File: src/rtl/regfile_pkg.sv
// ----------------------------------------------------------------------------
// regfile_pkg
// Shared register-file constants for the write-back arbitration slice.
//   DW          : data word width
//   AW          : register index width
//   NREGS       : number of implemented registers (indices 0..NREGS-1)
//   REG_INVALID : index that names no register; writes and claims to it
//                 are dropped
//   rr_prio_e   : which requester the two-way round-robin favours next
// ----------------------------------------------------------------------------
package regfile_pkg;

    localparam int DW    = 32;
    localparam int AW    = 4;
    localparam int NREGS = 15;

    localparam logic [AW-1:0] REG_INVALID = 4'hF;

    typedef enum logic {
        PRIO_REQ0 = 1'b0,
        PRIO_REQ1 = 1'b1
    } rr_prio_e;

endpackage

File: src/rtl/rr_arb2.sv
// ----------------------------------------------------------------------------
// rr_arb2
// Two-way round-robin arbiter. Grants are purely combinational from the
// valids and the priority pointer; the pointer moves only when a grant is
// issued, so the requester not granted most recently wins a tie.
//   clk_i      : rising-edge clock
//   rst_i      : synchronous active-high reset; suppresses grants while high
//   valid0_i   : requester 0 valid
//   valid1_i   : requester 1 valid
//   grant0_o   : requester 0 granted this cycle
//   grant1_o   : requester 1 granted this cycle
// ----------------------------------------------------------------------------
module rr_arb2
    import regfile_pkg::*;
(
    input  logic clk_i,
    input  logic rst_i,
    input  logic valid0_i,
    input  logic valid1_i,
    output logic grant0_o,
    output logic grant1_o
);

    rr_prio_e prio_q;
    rr_prio_e prio_d;

    always_comb begin
        grant0_o = 1'b0;
        grant1_o = 1'b0;
        if (!rst_i) begin
            if (valid0_i && (!valid1_i || prio_q == PRIO_REQ0)) begin
                grant0_o = 1'b1;
            end else if (valid1_i) begin
                grant1_o = 1'b1;
            end
        end
    end

    // After serving one side, the other side gets the next tie.
    always_comb begin
        prio_d = prio_q;
        if (grant0_o) begin
            prio_d = PRIO_REQ1;
        end else if (grant1_o) begin
            prio_d = PRIO_REQ0;
        end
    end

    always_ff @(posedge clk_i) begin
        if (rst_i) begin
            prio_q <= PRIO_REQ0;
        end else begin
            prio_q <= prio_d;
        end
    end

endmodule

File: src/rtl/wb_port_arbiter.sv
// ----------------------------------------------------------------------------
// wb_port_arbiter
// Merges two register write-back sources (pipeline write-back on port 0,
// multi-cycle unit on port 1) onto a single registered register-file write
// port, and tracks which registers have an outstanding write (scoreboard).
//   clk, rst                    : clock, synchronous active-high reset
//   reqN_valid/dest/value       : write request from source N
//   reqN_ready                  : request N transferred at this edge
//   claim_en, claim_dest        : mark claim_dest pending at instruction issue
//   src1/src2, src1_busy/src2_busy : combinational pending-write lookups
//   wb_en, wb_dest, wb_value    : registered register-file write port
//   claim_err                   : pulse after a claim to an already pending
//                                 register
// ----------------------------------------------------------------------------
module wb_port_arbiter #(
    parameter int DW    = regfile_pkg::DW,
    parameter int AW    = regfile_pkg::AW,
    parameter int NREGS = regfile_pkg::NREGS
) (
    input  logic          clk,
    input  logic          rst,
    input  logic          req0_valid,
    input  logic [AW-1:0] req0_dest,
    input  logic [DW-1:0] req0_value,
    output logic          req0_ready,
    input  logic          req1_valid,
    input  logic [AW-1:0] req1_dest,
    input  logic [DW-1:0] req1_value,
    output logic          req1_ready,
    input  logic          claim_en,
    input  logic [AW-1:0] claim_dest,
    input  logic [AW-1:0] src1,
    input  logic [AW-1:0] src2,
    output logic          src1_busy,
    output logic          src2_busy,
    output logic          wb_en,
    output logic [AW-1:0] wb_dest,
    output logic [DW-1:0] wb_value,
    output logic          claim_err
);

    import regfile_pkg::*;

    localparam logic [AW-1:0] INV_IDX = AW'(REG_INVALID);

    logic             xfer;
    logic [AW-1:0]    xfer_dest;
    logic [DW-1:0]    xfer_value;
    logic [NREGS-1:0] clr_mask;
    logic [NREGS-1:0] set_mask;
    logic [NREGS-1:0] src1_sel;
    logic [NREGS-1:0] src2_sel;

    logic [NREGS-1:0] busy_q,      busy_d;
    logic             wb_en_q,     wb_en_d;
    logic [AW-1:0]    wb_dest_q,   wb_dest_d;
    logic [DW-1:0]    wb_value_q,  wb_value_d;
    logic             claim_err_q, claim_err_d;

    rr_arb2 u_arb (
        .clk_i    (clk),
        .rst_i    (rst),
        .valid0_i (req0_valid),
        .valid1_i (req1_valid),
        .grant0_o (req0_ready),
        .grant1_o (req1_ready)
    );

    assign xfer       = req0_ready | req1_ready;
    assign xfer_dest  = req1_ready ? req1_dest  : req0_dest;
    assign xfer_value = req1_ready ? req1_value : req0_value;

    // One-hot decodes; the invalid index never matches any bit.
    always_comb begin
        clr_mask = '0;
        set_mask = '0;
        src1_sel = '0;
        src2_sel = '0;
        for (int i = 0; i < NREGS; i++) begin
            clr_mask[i] = xfer     && (xfer_dest  == AW'(i));
            set_mask[i] = claim_en && (claim_dest == AW'(i));
            src1_sel[i] = (src1 == AW'(i));
            src2_sel[i] = (src2 == AW'(i));
        end
    end

    assign src1_busy = |(busy_q & src1_sel);
    assign src2_busy = |(busy_q & src2_sel);

    always_comb begin
        // Clear first, then set, so a same-edge claim keeps the register busy.
        busy_d      = (busy_q & ~clr_mask) | set_mask;
        // A claim colliding with a same-edge retire is a legal reuse, not an error.
        claim_err_d = |(set_mask & busy_q & ~clr_mask);
        wb_en_d     = xfer && (xfer_dest != INV_IDX)
                           && ({{(32-AW){1'b0}}, xfer_dest} < NREGS);
        wb_dest_d   = xfer ? xfer_dest  : wb_dest_q;
        wb_value_d  = xfer ? xfer_value : wb_value_q;
    end

    always_ff @(posedge clk) begin
        if (rst) begin
            busy_q      <= '0;
            wb_en_q     <= 1'b0;
            wb_dest_q   <= '0;
            wb_value_q  <= '0;
            claim_err_q <= 1'b0;
        end else begin
            busy_q      <= busy_d;
            wb_en_q     <= wb_en_d;
            wb_dest_q   <= wb_dest_d;
            wb_value_q  <= wb_value_d;
            claim_err_q <= claim_err_d;
        end
    end

    assign wb_en     = wb_en_q;
    assign wb_dest   = wb_dest_q;
    assign wb_value  = wb_value_q;
    assign claim_err = claim_err_q;

endmodule

File: config.mk
export PLATFORM = sky130hd
export DESIGN_NAME = wb_port_arbiter
export DESIGN_NICKNAME = d
export VERILOG_FILES = /design/src/rtl/regfile_pkg.sv /design/src/rtl/rr_arb2.sv /design/src/rtl/wb_port_arbiter.sv
export SDC_FILE = /design/constraint.sdc
export NUM_CORES = 1
export LEC_CHECK = 0
export BUFFER_PORTS_ARGS = -buffer_cell sky130_fd_sc_hd__buf_4
export CAP_MARGIN = 0
export CORE_ASPECT_RATIO = 1.2
export CORE_MARGIN = 1
export CORE_UTILIZATION = 47
export CTS_CLUSTER_SIZE = 28
export DETAILED_ROUTE_END_ITERATION = 10
export PLACE_DENSITY_LB_ADDON = 0.2
export SETUP_SLACK_MARGIN = 0.3
export SYNTH_ARGS = -nofsm -noshare
export SYNTH_HDL_FRONTEND = slang
export SYNTH_HIERARCHICAL = 1
export SYNTH_SLANG_ARGS = --single-unit
File: constraint.sdc
create_clock -name clk -period 3.1 [get_ports clk]
set_input_delay 0.62 -clock clk [delete_from_list [all_inputs] [get_ports clk]]
set_output_delay 0.62 -clock clk [all_outputs]
set_load 0.02 [all_outputs]
==> summary.txt, run 1 <==
GRT
  • GR Util All Layers: 0.251
  • Pin count of the biggest net entering global routing: between 60 and 70
  • Overflow after GRT: 0
  • Number of global-route vias before repair: 2852
  • Initial antenna violation count: 0
  • First-pass GRT wire length: about 13000 µm

Finish
  • Area Growth Syn to Fin: 40.4%
  • Finished Layout Cells: approximately 550
  • Antenna Cells: 0
  • Final Core Density: 0.698
  • Share of layout cells above drive strength 1: 0.353
  • Nets: ~560

Power
  • Sw frac: 0.296
  • Comb power frac: 0.255
  • PwrDens: ~390 nW/µm²
  • Worst vdd rail ir drop: approximately 0.3 mV
  • Part of the power in the clock network: 0.268
  • Pleak: 0.00177 µW
  • Sequential power share: 0.477
  • Internal Dissipation: 1110 µW
  • Psw: 469 µW

Yosys
  • Mapped Area: between 2000 and 3000 µm²
  • Post-synthesis sequential area ratio: 0.376
  • Syn Nets: roughly 430
  • Synth Flop Type: dfxtp_1
  • Share of synthesized registers carrying an async set or reset: 0
  • Yosys cell types: 44
  • Synth warn: 6
  • Number of synthesized register bits: 54
  • Post-synth EDFFs: 0
  • Post-Synthesis Cells: 342
  • Mean Syn Cell Area: 8.41 µm²

Setup path
  • Critical path cell sequence: buf_4 -> nor2b_1 -> nor3b_4 -> buf_4 -> buf_4 -> buf_4
  • Worst r2r path cells: 9
  • FF-to-FF setup slack: 680 ps
  • CP required: 2480 ps
  • CP max FO: between 60 and 70
  • R2r endpoint: claim_err
  • Slowest CP cell: buf_4
  • Critical Path End Type: output port
  • Critical path class: primary input to output port
  • Worst setup SP type: primary input
  • CP arrival: slightly above 2000 ps
  • CP Buf/Inv Count: 4
  • Most frequent cell on the critical path: buf_4
  • R2R Path Start: u_arb/prio_q
  • Slowest stage delay, CP: roughly 500 ps
  • Top delay family on crit path: buffers and inverters

STA
  • Final setup margin: approximately 450 ps
  • Final Setup Violations: 0
  • TNS Setup: 0 ps
  • Final Critical Period: around 2700 ps
  • Final Cycle Share: 0.855
  • Worst Tran Pin Value: a little over 600 ps
  • Fmax: 377 MHz
  • Slew margin rel.: 0.584
  • Unrepaired setup endpoints after global routing: false
  • Final hold vios: 0
  • Setup Skew: around 6.4 ps
  • Hold_ws: ~520 ps
  • Slew Limit Fails: 0

Placement
  • Placer congestion estimate: between 0.8 and 0.9
  • Dpl ws: roughly 330 ps
  • Placed Cells: 539
  • DPL Wire Length: about 6100 µm
  • IO buf count: 130

Clock tree
  • Clock Latency Late Sink: a little over 300 ps
  • CTS tree: built
  • CTS Hold Buffers Added: 0
  • Root Driver: clkbuf_8
  • Clk sink count: 54
  • Clock-pin slew on the worst setup and hold paths: about 100 ps
  • Longest Clk Path Bufs: 2
  • CTS H-tree depth: 2
  • Post-CTS Resized: 0
  • Total CTS buffers: 5
  • Post-CTS setup repair buffer count: 0

Routing
  • DRC: 0
  • Vias: ~3000
  • Routed WL per cell: ~15 µm
  • Final WL: 8060 µm
  • Initial drt markers: 152
  • ANT nets after route: 0
  • Drt pass-1 iters: 4
  • Vias per inst: between 5 and 6

Min path
  • Hold path cells: 2
  • Hold wc startpoint: busy_q[7]
  • Hold Path End: busy_q[7]
  • Hold crit path type: flop to flop

Flow run
  • Maxcap violations: 0

Run status
  • Outcome: finished clean

Die
  • Initial Util: 0.497
  • Die ar.: around 6400 µm²
  • Core ar.: between 5000 and 6000 µm²
  • Die height: 87.7 µm
  • Die Wd: between 70 and 80 µm
  • # IOs: 131
  • # rows: 30
## Yosys cell counts (all sizes together), types with 2 or more instances
cell type | number | area share
o32a | 2 | 0.0070
clkbuf | 9 | 0.012
dfxtp | 54 | 0.38
mux2i | 37 | 0.13
nand2 | 24 | 0.031
o22ai | 4 | 0.0087
nor3b | 2 | 0.0052
or2 | 2 | 0.0044
nand3 | 7 | 0.012
and3 | 2 | 0.0044
inv | 6 | 0.0078
a22oi | 3 | 0.0078
a211oi | 2 | 0.0052
o21ai | 12 | 0.021
o21a | 5 | 0.013
nor2 | 75 | 0.098
a21oi | 47 | 0.082
buf | 11 | 0.018
and2 | 3 | 0.0074
mux4 | 9 | 0.070
nor2b | 6 | 0.013
nand2b | 4 | 0.012
## cell families after synthesis
family | share of synthesized area
simple gates | 0.201
flops | 0.376
buf+inv | 0.0379
compound gates | 0.186
mux | 0.199
## cells in the final DEF, fill, tap and decap left out, types with 3 or more instances in the layout
master,instances
dfxtp_1,54
o22ai_1,4
clkbuf_8,6
o21a_1,5
nor2b_1,6
nor2_1,75
a22oi_1,3
buf_4,137
nand3_1,7
a21oi_1,47
nand2_1,24
inv_1,6
mux2i_1,37
mux4_2,9
o21ai_0,11
## worst min-delay path, delay by kind of cell (launching register included)
| family | cells | cell delay [ps] |
|---|---|---|
| AOI/OAI and AO/OA | 1 | 70 |
| DFF | 1 | 330 |
| and+or+nand+nor | 1 | 80 |
## state kept, by name, indices dropped and copies added, names as in the netlist
| signal | flops |
|---|---|
| wb_en | 1 |
| wb_value | 32 |
| busy_q | 15 |
| claim_err | 1 |
| u_arb/prio_q | 1 |
| wb_dest | 4 |
## routing by layer
layer	global-route usage	wire length, µm	vias up
met5	0	0	-
met4	0.107	223	0
met3	0.0702	666	19
met2	0.444	4050	128
met1	0.281	3120	1352
li1	-	-	1456
## how the worst max path moves through the flow
stage,from,to,slack [ps],depth (start not counted)
5_1_grt,req0_valid,req1_ready,320,6
3_5_place_dp,req0_valid,claim_err,330,10
4_1_cts,req0_valid,req1_ready,440,6
3_3_place_gp,req0_valid,claim_err,430,10
2_1_floorplan,req1_valid,claim_err,340,8
6_report,req0_valid,req1_ready,450,6
## per-stage QoR
step / cell area (µm²) / total power, µW
2_1_floorplan: 2880 / 977
3_3_place_gp: 3940 / 1160
3_5_place_dp: 3940 / 1170
4_1_cts: 4040 / 1590
5_1_grt: 4040 / 1650
6_report: 4040 / 1580
## area by class of cell
type | instances | area [µm²]
Fill cell | 470 | 1740
Timing Repair Buffer | 137 | 1030
Clock buffer | 6 | 82.6
Inverter | 6 | 22.5
Sequential cell | 54 | 1080
Multi-Input combinational cell | 262 | 1710
Tap cell | 80 | 100
Clock inverter | 2 | 12.5
## power groups by stage
| stage | clock network (µW) | logic (µW) | registers, µW |
|---|---|---|---|
| finish | 424 | 403 | 755 |
| global route | 453 | 438 | 760 |
| CTS | 427 | 404 | 755 |
| detailed placement | 0 | 402 | 771 |
| global placement | 0 | 394 | 769 |
| floorplan | 0 | 170 | 807 |
No activity file was read; power rests on OpenSTA's default activity.
==> inputs of run 2 (changes only) <==
CORE_MARGIN = 2   (was 1)
CORE_UTILIZATION = 43   (was 47)
clock period = 2.4 ns   (was 3.1 ns; I/O delays follow)
==> run 2 against run 1 <==
Compared with the run above:
- critical path depth down 2
- non-clock buffer count up 21
- final cell count rose by 4.8%
- sequential power rose by 29%
- design area increased by 6.0%
- clock-buffer cell count decreased by 1
==> summary.txt, run 2 (synthesis results as in run 1) <==
Run status
  • Outcome: finished clean

Finish
  • Nets: 576 (+3.8%)
  • Max reg flops: 32 (unchanged)
  • Commonest non-fill, non-tap cell in the layout: buf_4
  • Area Growth Syn to Fin: 48.9%
  • Most frequent cells in the layout: 152 x buf_4, 75 x nor2_1, 47 x a21oi_1, 47 x dfxtp_1, 36 x mux2i_1
  • Antenna Cells: 0 (unchanged)
  • FF+latch area: 1090 µm² (+1.0%)
  • Area occupied by multi-input gates: 1740 µm² (+1.7%)
  • Share of layout cells above drive strength 1: 0.406 (+0.0524)
  • Filler instances: 556 (+18%)
  • Finished Layout Cells: 573 (+4.8%)

Clock tree
  • CTS H-tree depth: 2 (unchanged)
  • CTS tree: built
  • Longest Clk Path Bufs: 2 (unchanged)
  • Clock-pin slew on the worst setup and hold paths: 110 ps (about the same)
  • Total CTS buffers: 5 (unchanged)
  • Clk sink count: 54 (unchanged)
  • Root Driver: clkbuf_8
  • Clock Latency Late Sink: 310 ps (about the same)
  • CTS Hold Buffers Added: 0 (unchanged)

Setup path
  • CP required: 1920 ps (-560 ps)
  • Critical Path End Type: output port
  • Most frequent cell on the critical path: mux4_2
  • Worst setup SP type: primary input
  • Critical path class: primary input to output port
  • CP arrival: 1730 ps (-300 ps)
  • CP max FO: 5 (-92%)
  • Critical path cell sequence: buf_4 -> mux4_2 -> mux4_2 -> buf_6
  • Slowest stage delay, CP: 510 ps (about the same)
  • Slowest CP cell: mux4_2

Power
  • Pleak: 0.00190 µW (+6.9%)
  • PwrDens: 478 nW/µm² (+22%)
  • Tot Pwr: 2050 µW (+29%)
  • Worst vdd rail ir drop: 0.337 mV (+10%)

Placement
  • IO buf count: 130 (unchanged)
  • DPL Wire Length: 6730 µm (+11%)
  • Placed Cells: 562 (+4.3%)
  • Placer congestion estimate: 0.940 (+6.3%)

STA
  • Final hold vios: 0 (unchanged)
  • Final Cycle Share: 0.921
  • Slew Limit Fails: 0 (unchanged)
  • Unrepaired setup endpoints after global routing: true
  • Final Critical Period: between 2000 and 2500 ps
  • Fmax: approximately 450 MHz
  • Setup Skew: 11.4 ps (+4.95 ps)
  • Slew margin rel.: 0.650 (+0.0655)
  • Final Setup Violations: 0 (unchanged)
  • Worst Tran Pin Value: 524 ps (-100 ps)

Routing
  • Routed WL per cell: 15.6 µm (+6.1%)
  • Vias per inst: 5.37 (-0.63%)
  • Final WL: 8960 µm (+11%)
  • Initial drt markers: 118 (-22%)
  • ANT nets after route: 0 (unchanged)
  • DRC: 0 (unchanged)
  • Vias: 3076 (+4.1%)
  • Drt pass-1 iters: 4 (unchanged)

Die
  • Die height: 93.6 µm (+6.7%)
  • Core ar.: 6450 µm² (+12%)
  • Die Wd: 78.6 µm (+7.1%)
  • Die ar.: 7360 µm² (+14%)
  • Initial Util: 0.446 (-0.0514)
  • # IOs: 131 (unchanged)
  • # rows: 32 (+6.7%)

Min path
  • Hold crit path type: primary input to flop

GRT
  • Number of global-route vias before repair: 3082 (+8.1%)
  • Initial antenna violation count: 0 (unchanged)
  • GR Util All Layers: 0.243 (-0.00828)
  • Overflow after GRT: 0 (unchanged)
  • First-pass GRT wire length: 14200 µm (+13%)
  • Pin count of the biggest net entering global routing: 43 (-36%)

Flow run
  • Maxcap violations: 0 (unchanged)
run 2: per-layer routing:
metal / up-vias / wire length [µm] / track usage
li1: 1499 / - / -
met1: 1439 / 3430 / 0.266
met2: 113 / 4640 / 0.443
met3: 25 / 641 / 0.0656
met4: 0 / 246 / 0.0892
met5: - / 0 / 0
run 2: power breakdown:
part / internal (µW) / switching (µW) / total [µW]
combinational: 284 / 274 / 558
sequential: 946 / 30.1 / 976
clock: 206 / 307 / 513
run 2: critical path: cells and delay by family:
kind,cells,cell delay [ps]
muxes,2,980
buffers and inverters,2,280
run 2: layout make-up:
cell class | count | area share
multi-input cells | 262 | 0.406
repair buffers | 158 | 0.288
flip-flops and latches | 54 | 0.255
well taps | 85 | 0.0248
clock buffers | 5 | 0.0161
inverters | 6 | 0.00526
clock inverters | 3 | 0.00497
run 2: final timing paths:
check,slack (ps),start,to,cells after the start
min,390,req1_value[7],wb_value[7],3
max,190,src2[1],src2_busy,4
min reg2reg,510,busy_q[9],busy_q[9],2
max reg2reg,240,u_arb/prio_q,claim_err,8
run 2: metrics by stage:
| step | instance area, µm² | TNS, ps | setup WS (ps) | utilization | hold slack [ps] |
|---|---|---|---|---|---|
| 6_report | 4280 | 0 | 189 | 0.664 | 391 |
| 5_1_grt | 4280 | 0 | 142 | 0.664 | 380 |
| 4_1_cts | 4210 | 0 | 172 | 0.653 | 380 |
| 3_5_place_dp | 4090 | -42.6 | -42.6 | 0.635 | 507 |
| 3_3_place_gp | 4090 | 0 | 0.499 | 0.635 | 497 |
| 2_1_floorplan | 2900 | -19.6 | -19.6 | - | 466 |
run 2: timing repair:
item                                    in CTS  in global routing
pin swaps                                    0                  1
setup buffers                                1                  1
endpoints found under the setup margin       4                  4
gates cloned                                 0                  1
gates resized for setup                     10                 11
